**config.mk**
```make
export PLATFORM = sky130hd
export DESIGN_NAME = stream_cipher_arbiter_flat
export DESIGN_NICKNAME = d
export VERILOG_FILES = /design/src/rtl/stream_cipher_arbiter_if.sv /design/src/rtl/stream_cipher_arbiter.sv /design/src/flat_wrapper.sv
export SDC_FILE = /design/constraint.sdc
export NUM_CORES = 1
export LEC_CHECK = 0
export ABC_CLOCK_PERIOD_IN_PS = 4500
export BUFFER_PORTS_ARGS = -buffer_cell sky130_fd_sc_hd__buf_2
export CAP_MARGIN = 40
export CELL_PAD_IN_SITES_DETAIL_PLACEMENT = 0
export CELL_PAD_IN_SITES_GLOBAL_PLACEMENT = 1
export CORE_AREA = 2 2 105 56
export CTS_CLUSTER_SIZE = 28
export DETAILED_ROUTE_END_ITERATION = 10
export DIE_AREA = 0 0 107 58
export HOLD_SLACK_MARGIN = 0.06
export PLACE_DENSITY_LB_ADDON = 0.08
export SLEW_MARGIN = 0
export SYNTH_ARGS = -nofsm -noshare
export SYNTH_HDL_FRONTEND = slang
export SYNTH_SLANG_ARGS = --single-unit
```
**constraint.sdc**
```tcl
create_clock -name clk -period 4.5 [get_ports clk]
set_clock_uncertainty 0.15 [all_clocks]
set_input_delay 0.225 -clock clk [delete_from_list [all_inputs] [get_ports clk]]
set_output_delay 0.225 -clock clk [all_outputs]
set_load 0.01 [all_outputs]
```
**src/rtl/stream_cipher_arbiter_if.sv**
```systemverilog
// Bundle between the two byte requesters, the channel arbiter and the shared
// stream_cipher instance. The arbiter uses "master"; requesters plus cipher use "slave".
interface stream_cipher_arbiter_if;
  // requester side
  logic [1:0][7:0] ch_key;
  logic [1:0]      ch_key_in;
  logic [1:0][7:0] ch_din;
  logic [1:0]      ch_din_valid;
  logic [1:0]      ch_din_ready;
  logic [7:0]      ch_dout;
  logic [1:0]      ch_dout_valid;
  logic [1:0]      grant;

  // shared cipher side
  logic [7:0]      c_key;
  logic            c_key_in;
  logic [7:0]      c_din;
  logic            c_din_valid;
  logic [7:0]      c_dout;
  logic            c_dout_valid;

  modport master (
    input  ch_key, ch_key_in, ch_din, ch_din_valid, c_dout, c_dout_valid,
    output ch_din_ready, ch_dout, ch_dout_valid, grant,
           c_key, c_key_in, c_din, c_din_valid
  );

  modport slave (
    output ch_key, ch_key_in, ch_din, ch_din_valid, c_dout, c_dout_valid,
    input  ch_din_ready, ch_dout, ch_dout_valid, grant,
           c_key, c_key_in, c_din, c_din_valid
  );
endinterface

```
**src/rtl/stream_cipher_arbiter.sv**
```systemverilog
// Time-shares one stream_cipher between two byte channels, saving each channel's
// counter block and reloading it into the cipher on every grant.
module stream_cipher_arbiter #(
  parameter int BURST_MAX = 16
) (
  input  logic                    clk,
  input  logic                    rst_n,
  stream_cipher_arbiter_if.master bus
);

  typedef enum logic [1:0] {
    IDLE   = 2'd0,
    LOAD   = 2'd1,
    STREAM = 2'd2
  } state_e;

  localparam logic [7:0] BURST_LAST = 8'(BURST_MAX - 1);
  localparam logic [7:0] BURST_LIM  = 8'(BURST_MAX);

  state_e          state_q, state_d;
  logic [1:0]      grant_q, grant_d;
  logic            last_q, last_d;
  logic [7:0]      bcnt_q, bcnt_d;
  logic [1:0][7:0] ctr_q, ctr_d;
  logic            iss_q, iss_d;
  logic            own_q, own_d;

  logic            gsel;
  logic [1:0]      req;
  logic [1:0]      ready;
  logic            accept;
  logic [7:0]      c_key;
  logic            c_key_in;
  logic [7:0]      c_din;
  logic            c_din_valid;
  logic            c_dout_valid_unused;

  // grant_q is one-hot whenever it matters, so bit 1 is the owner's index
  assign gsel = grant_q[1];
  assign req  = bus.ch_din_valid & ~bus.ch_key_in;

  always_comb begin
    state_d     = state_q;
    grant_d     = grant_q;
    last_d      = last_q;
    bcnt_d      = bcnt_q;
    ready       = 2'b00;
    accept      = 1'b0;
    c_key       = 8'h00;
    c_key_in    = 1'b0;
    c_din       = 8'h00;
    c_din_valid = 1'b0;

    case (state_q)
      IDLE: begin
        if (|req) begin
          state_d = LOAD;
          if (req == 2'b11) begin
            grant_d = last_q ? 2'b01 : 2'b10;
          end else begin
            grant_d = req;
          end
        end
      end

      LOAD: begin
        c_key_in = 1'b1;
        c_key    = ctr_q[gsel];
        bcnt_d   = 8'h00;
        if (bus.ch_key_in[gsel]) begin
          state_d = IDLE;
          grant_d = 2'b00;
        end else begin
          state_d = STREAM;
        end
      end

      STREAM: begin
        ready[gsel] = !bus.ch_key_in[gsel] && (bcnt_q < BURST_LIM);
        accept      = ready[gsel] && bus.ch_din_valid[gsel];
        if (accept) begin
          c_din_valid = 1'b1;
          c_din       = bus.ch_din[gsel];
          bcnt_d      = bcnt_q + 8'h01;
        end
        // a key change ends the burst so the new counter is picked up by LOAD
        if (!bus.ch_din_valid[gsel] || bus.ch_key_in[gsel] ||
            (accept && bcnt_q == BURST_LAST)) begin
          state_d = IDLE;
          grant_d = 2'b00;
          last_d  = gsel;
        end
      end

      default: begin
        state_d = IDLE;
        grant_d = 2'b00;
      end
    endcase
  end

  for (genvar gi = 0; gi < 2; gi++) begin : g_ch
    assign ctr_d[gi] = bus.ch_key_in[gi]               ? bus.ch_key[gi] :
                       (accept && gsel == 1'(gi))      ? ctr_q[gi] + 8'h01 :
                                                         ctr_q[gi];
    assign bus.ch_dout_valid[gi] = iss_q && (own_q == 1'(gi));
  end

  // routing follows our own issue record; the cipher's dout_valid goes stale on key loads
  assign iss_d = accept;
  assign own_d = accept ? gsel : own_q;

  always_ff @(posedge clk or negedge rst_n) begin
    if (!rst_n) begin
      state_q <= IDLE;
      grant_q <= 2'b00;
      last_q  <= 1'b1;
      bcnt_q  <= 8'h00;
      ctr_q   <= '0;
      iss_q   <= 1'b0;
      own_q   <= 1'b0;
    end else begin
      state_q <= state_d;
      grant_q <= grant_d;
      last_q  <= last_d;
      bcnt_q  <= bcnt_d;
      ctr_q   <= ctr_d;
      iss_q   <= iss_d;
      own_q   <= own_d;
    end
  end

  assign c_dout_valid_unused = bus.c_dout_valid;

  assign bus.grant        = grant_q;
  assign bus.ch_din_ready = ready;
  assign bus.ch_dout      = bus.c_dout;
  assign bus.c_key        = c_key;
  assign bus.c_key_in     = c_key_in;
  assign bus.c_din        = c_din;
  assign bus.c_din_valid  = c_din_valid;

endmodule

```
**src/flat_wrapper.sv**
```systemverilog
// flat-port wrapper written by rule: the top's interface ports become plain ports
module stream_cipher_arbiter_flat 
#(
  parameter int BURST_MAX = 16
)
  (clk, rst_n, bus_ch_key, bus_ch_key_in, bus_ch_din, bus_ch_din_valid, bus_c_dout, bus_c_dout_valid, bus_ch_din_ready, bus_ch_dout, bus_ch_dout_valid, bus_grant, bus_c_key, bus_c_key_in, bus_c_din, bus_c_din_valid);
  stream_cipher_arbiter_if bus_i ();
  input  logic clk;
  input  logic rst_n;
  input wire logic [$bits(bus_i.ch_key)-1:0] bus_ch_key;
  input wire logic [$bits(bus_i.ch_key_in)-1:0] bus_ch_key_in;
  input wire logic [$bits(bus_i.ch_din)-1:0] bus_ch_din;
  input wire logic [$bits(bus_i.ch_din_valid)-1:0] bus_ch_din_valid;
  input wire logic [$bits(bus_i.c_dout)-1:0] bus_c_dout;
  input wire logic [$bits(bus_i.c_dout_valid)-1:0] bus_c_dout_valid;
  output wire logic [$bits(bus_i.ch_din_ready)-1:0] bus_ch_din_ready;
  output wire logic [$bits(bus_i.ch_dout)-1:0] bus_ch_dout;
  output wire logic [$bits(bus_i.ch_dout_valid)-1:0] bus_ch_dout_valid;
  output wire logic [$bits(bus_i.grant)-1:0] bus_grant;
  output wire logic [$bits(bus_i.c_key)-1:0] bus_c_key;
  output wire logic [$bits(bus_i.c_key_in)-1:0] bus_c_key_in;
  output wire logic [$bits(bus_i.c_din)-1:0] bus_c_din;
  output wire logic [$bits(bus_i.c_din_valid)-1:0] bus_c_din_valid;
  assign bus_i.ch_key = bus_ch_key;
  assign bus_i.ch_key_in = bus_ch_key_in;
  assign bus_i.ch_din = bus_ch_din;
  assign bus_i.ch_din_valid = bus_ch_din_valid;
  assign bus_i.c_dout = bus_c_dout;
  assign bus_i.c_dout_valid = bus_c_dout_valid;
  assign bus_ch_din_ready = bus_i.ch_din_ready;
  assign bus_ch_dout = bus_i.ch_dout;
  assign bus_ch_dout_valid = bus_i.ch_dout_valid;
  assign bus_grant = bus_i.grant;
  assign bus_c_key = bus_i.c_key;
  assign bus_c_key_in = bus_i.c_key_in;
  assign bus_c_din = bus_i.c_din;
  assign bus_c_din_valid = bus_i.c_din_valid;
  stream_cipher_arbiter #(.BURST_MAX(BURST_MAX)) u_core (.clk(clk), .rst_n(rst_n), .bus(bus_i));
endmodule
```
==> metrics.csv <==
stage;metric;value;unit
hold_path;hold_sp;bus_ch_key[7];
clocking;clock-pin slew on the worst setup and hold paths;0.07;ns
synthesis;syn_nets;264;
layout;Final Net Count;332;
hold_path;Worst Hold Class;primary input to register;
sta;Worst Max-Slew Pin Slew;0.820;ns
synthesis;main flop type after synthesis;dfrtp_1;
route;post-route ant nets;0;
synthesis;#FFs+latches synth;31;
job;Max-cap violations;0;
global_route;number of global-route vias before repair;1590;
clocking;PostCTS Resize Cnt;0;
hold_path;hold endpoint;u_core.ctr_q[7]$_DFFE_PN0P_;
clocking;Clk Latency, worst-skew pair;0.28;ns
route;drt first pass iters;4;
global_route;All-Layer GR Usage;0.178;
critical_path;Worst Path Arrival;2.40;ns
route;WL final;5.22;mm
critical_path;Crit Path Category;register to output pin;
synthesis;Post-synth ARST share;1.00;
route;Routed wire per std cell;14.7;um
synthesis;Yosys warnings;0;
critical_path;r2r endpoint;u_core.bcnt_q[2]$_DFFE_PN0P_;
global_route;total grt overflow;0;
critical_path;WP data required;4.12;ns
sta;minimum clock period;2.77;ns
place;IO Port Bufs;61;
route;max layer used;met4;
sta;Max transition margin;0.449;
clocking;clk sinks;31;
route;routed wl met2;1.90;mm
layout;Layout area overhead;30.2;%
critical_path;Worst setup EP type;output pin;
critical_path;R2R cell count;5;
critical_path;Worst Path Max Fanout;16;
synthesis;Cells after Synth;214;
place;Post-DP HPWL;3.88;mm
sta;Setup Viol. Count Final;0;
clocking;clk buf depth;2;
route;via/cell ratio;5.06;
sta;Max Clk Rate;0.361;GHz
layout;most frequent cells in the layout;buf_2, dfrtp_1, nor2_1, nand2_1, mux2i_1;
outcome;status;finished clean;
floorplan;die area;0.00621;mm^2
global_route;largest net degree at the start of global routing;32;
global_route;first-pass GRT wire length;8.42;mm
hold_path;Hold Path Stages;3;
power;PwrDens;379;mW/mm^2
sta;RSZ-0062 raised after global routing;false;
layout;Multi-input gate area;0.00106;mm^2
layout;fraction of layout cells with a size suffix above 1;0.279;
floorplan;Starting Density;0.369;
critical_path;R2R Path Start;u_core.bus.grant[1]$_DFFE_PN0P_;
synthesis;synth unique cells;50;
layout;Final Util;0.481;
clocking;CTS root buf;clkbuf_8;
critical_path;setup slack, reg-to-reg;2.01;ns
critical_path;crit-path leading delay family;buffers and inverters;
floorplan;FP Rows;19;
critical_path;Bufs and invs on worst path;3;
synthesis;number of synthesized flops with an enable pin;0;
route;vias;1801;
critical_path;Slowest Stage Delay on Critical Path;0.58;ns
clocking;htree depth;2;
route;DR iter-0 viols;98;
sta;Final Hold Vio Count;0;
sta;Max Slew Vio Count;0;
critical_path;CP cell instances;buf_16 > or3b_1 > a211o_1 > inv_2 > buf_2;
power;VDD IR-drop max;0.000166;V
floorplan;die width;107;um
layout;register area;777;um^2
clocking;TritonCTS clock tree;done;
sta;period utilization;0.616;
place;routability cong.;0.779;
route;routed wl met3;305;um
floorplan;die height;58;um
sta;Sum Neg Setup Slack;0;ns
synthesis;syn avg cell area;9.15;um^2
layout;diodes inserted;0;
clocking;number of CTS-inserted buffers;5;
power;Leakage;1.25;nW
route;detailed-route DRC error count;0;
layout;fillers;540;
critical_path;Critical-path top delay cell;dfrtp_1;
route;WL met1;2.96;mm
synthesis;sequential area share after synthesis;0.397;
global_route;initial antenna violation count;0;
floorplan;Boundary Pins;79;
critical_path;CP Launch Type;register;
floorplan;Core Box Area;0.00530;mm^2
synthesis;Synth Cell Area;0.00196;mm^2
layout;commonest non-fill, non-tap cell in the layout;buf_2;
metrics by stage:
| stage | cell area [um^2] | hold WS [ns] | setup WS (ns) | power [mW] | cells |
|---|---|---|---|---|---|
| after floorplan | 1960 | -0.221 | 2.46 | 0.566 | 214 |
| after global placement | 2260 | 0.185 | 1.87 | 0.654 | 333 |
| after detailed placement | 2290 | 0.183 | 2.00 | 0.675 | 334 |
| after CTS | 2550 | 0.0722 | 1.69 | 0.974 | 356 |
| after global routing | 2550 | 0.0997 | 1.58 | 1.03 | 356 |
| final | 2550 | 0.0847 | 1.73 | 0.966 | 356 |
report_power, final:
part,total [mW],internal [mW],switching (mW)
Sequential,0.380,0.320,0.0602
Clock,0.288,0.179,0.109
Combinational,0.298,0.152,0.147
metal layers:
metal | GRT usage | vias up
met5 | 0 | -
met4 | 0.0575 | 0
met3 | 0.0427 | 10
met2 | 0.205 | 47
met1 | 0.302 | 837
li1 | - | 907
cell families (layout without fill, tap and decap cells):
group                      Yosys count  in the layout  synth area share
and+or+nand+nor                     97             97             0.261
buffers and inverters               22             91            0.0594
xor gates and xnor gates             6              6            0.0268
adders and majority gates            3              3            0.0192
DFF                                 31             31             0.397
AOI/OAI and AO/OA                   35             35             0.125
muxes                               20             20             0.112
how the worst max path moves through the flow:
stage                                          from         endpoint  slack (ns)  cells after the start
floorplan              u_core.bcnt_q[4]$_DFFE_PN0P_     bus_c_din[0]        2.46                      4
CTS                 u_core.bus.grant[1]$_DFFE_PN0P_  bus_c_din_valid        1.69                      5
finish              u_core.bus.grant[1]$_DFFE_PN0P_  bus_c_din_valid        1.73                      5
global route        u_core.bus.grant[1]$_DFFE_PN0P_  bus_c_din_valid        1.58                      5
detailed placement  u_core.bus.grant[1]$_DFFE_PN0P_  bus_c_din_valid        2.00                      5
global placement    u_core.bus.grant[1]$_DFFE_PN0P_  bus_c_din_valid        1.87                      4
worst register-to-register path, stage by stage (launching register included):
cell	delay, ns
dfrtp_1	0.58
buf_16	0.26
or3b_1	0.40
a211o_1	0.52
mux2_4	0.39
mux2i_4	0.12
what timing repair did:
item / CTS / global route
hold endpoints to repair: 43 / 0
buffers inserted: 0 / 0
hold buffers: 14 / 0
Yosys cell counts, types with 3 or more instances:
master	count	share of area
a31oi_1	4	0.013
and2_1	4	0.013
and3_1	5	0.016
buf_2	3	0.0077
buf_4	8	0.031
clkbuf_1	4	0.0077
dfrtp_1	30	0.38
ha_1	3	0.019
inv_1	6	0.012
mux2i_1	17	0.087
nand2_1	21	0.040
nand3_1	12	0.031
nand4_1	6	0.019
nor2_1	26	0.050
nor2b_1	3	0.0096
nor3_1	3	0.0077
o21ai_0	10	0.026
or3_1	4	0.013
xor2_1	6	0.027
flip-flops by register name, indices dropped and copies added (netlist names):
register,count
u_core.ctr_q,16
u_core.iss_q,1
u_core.own_q,1
u_core.last_q,1
u_core.bus.grant,2
u_core.state_q,2
u_core.bcnt_q,8
final cells by class:
| cell class | count | share of cell area |
|---|---|---|
| well taps | 73 | 0.0358 |
| flip-flops and latches | 31 | 0.305 |
| multi-input cells | 161 | 0.418 |
| clock buffers | 6 | 0.0324 |
| clock inverters | 2 | 0.0137 |
| repair buffers | 76 | 0.185 |
| inverters | 7 | 0.0103 |
No activity file was read; power rests on OpenSTA's default activity.
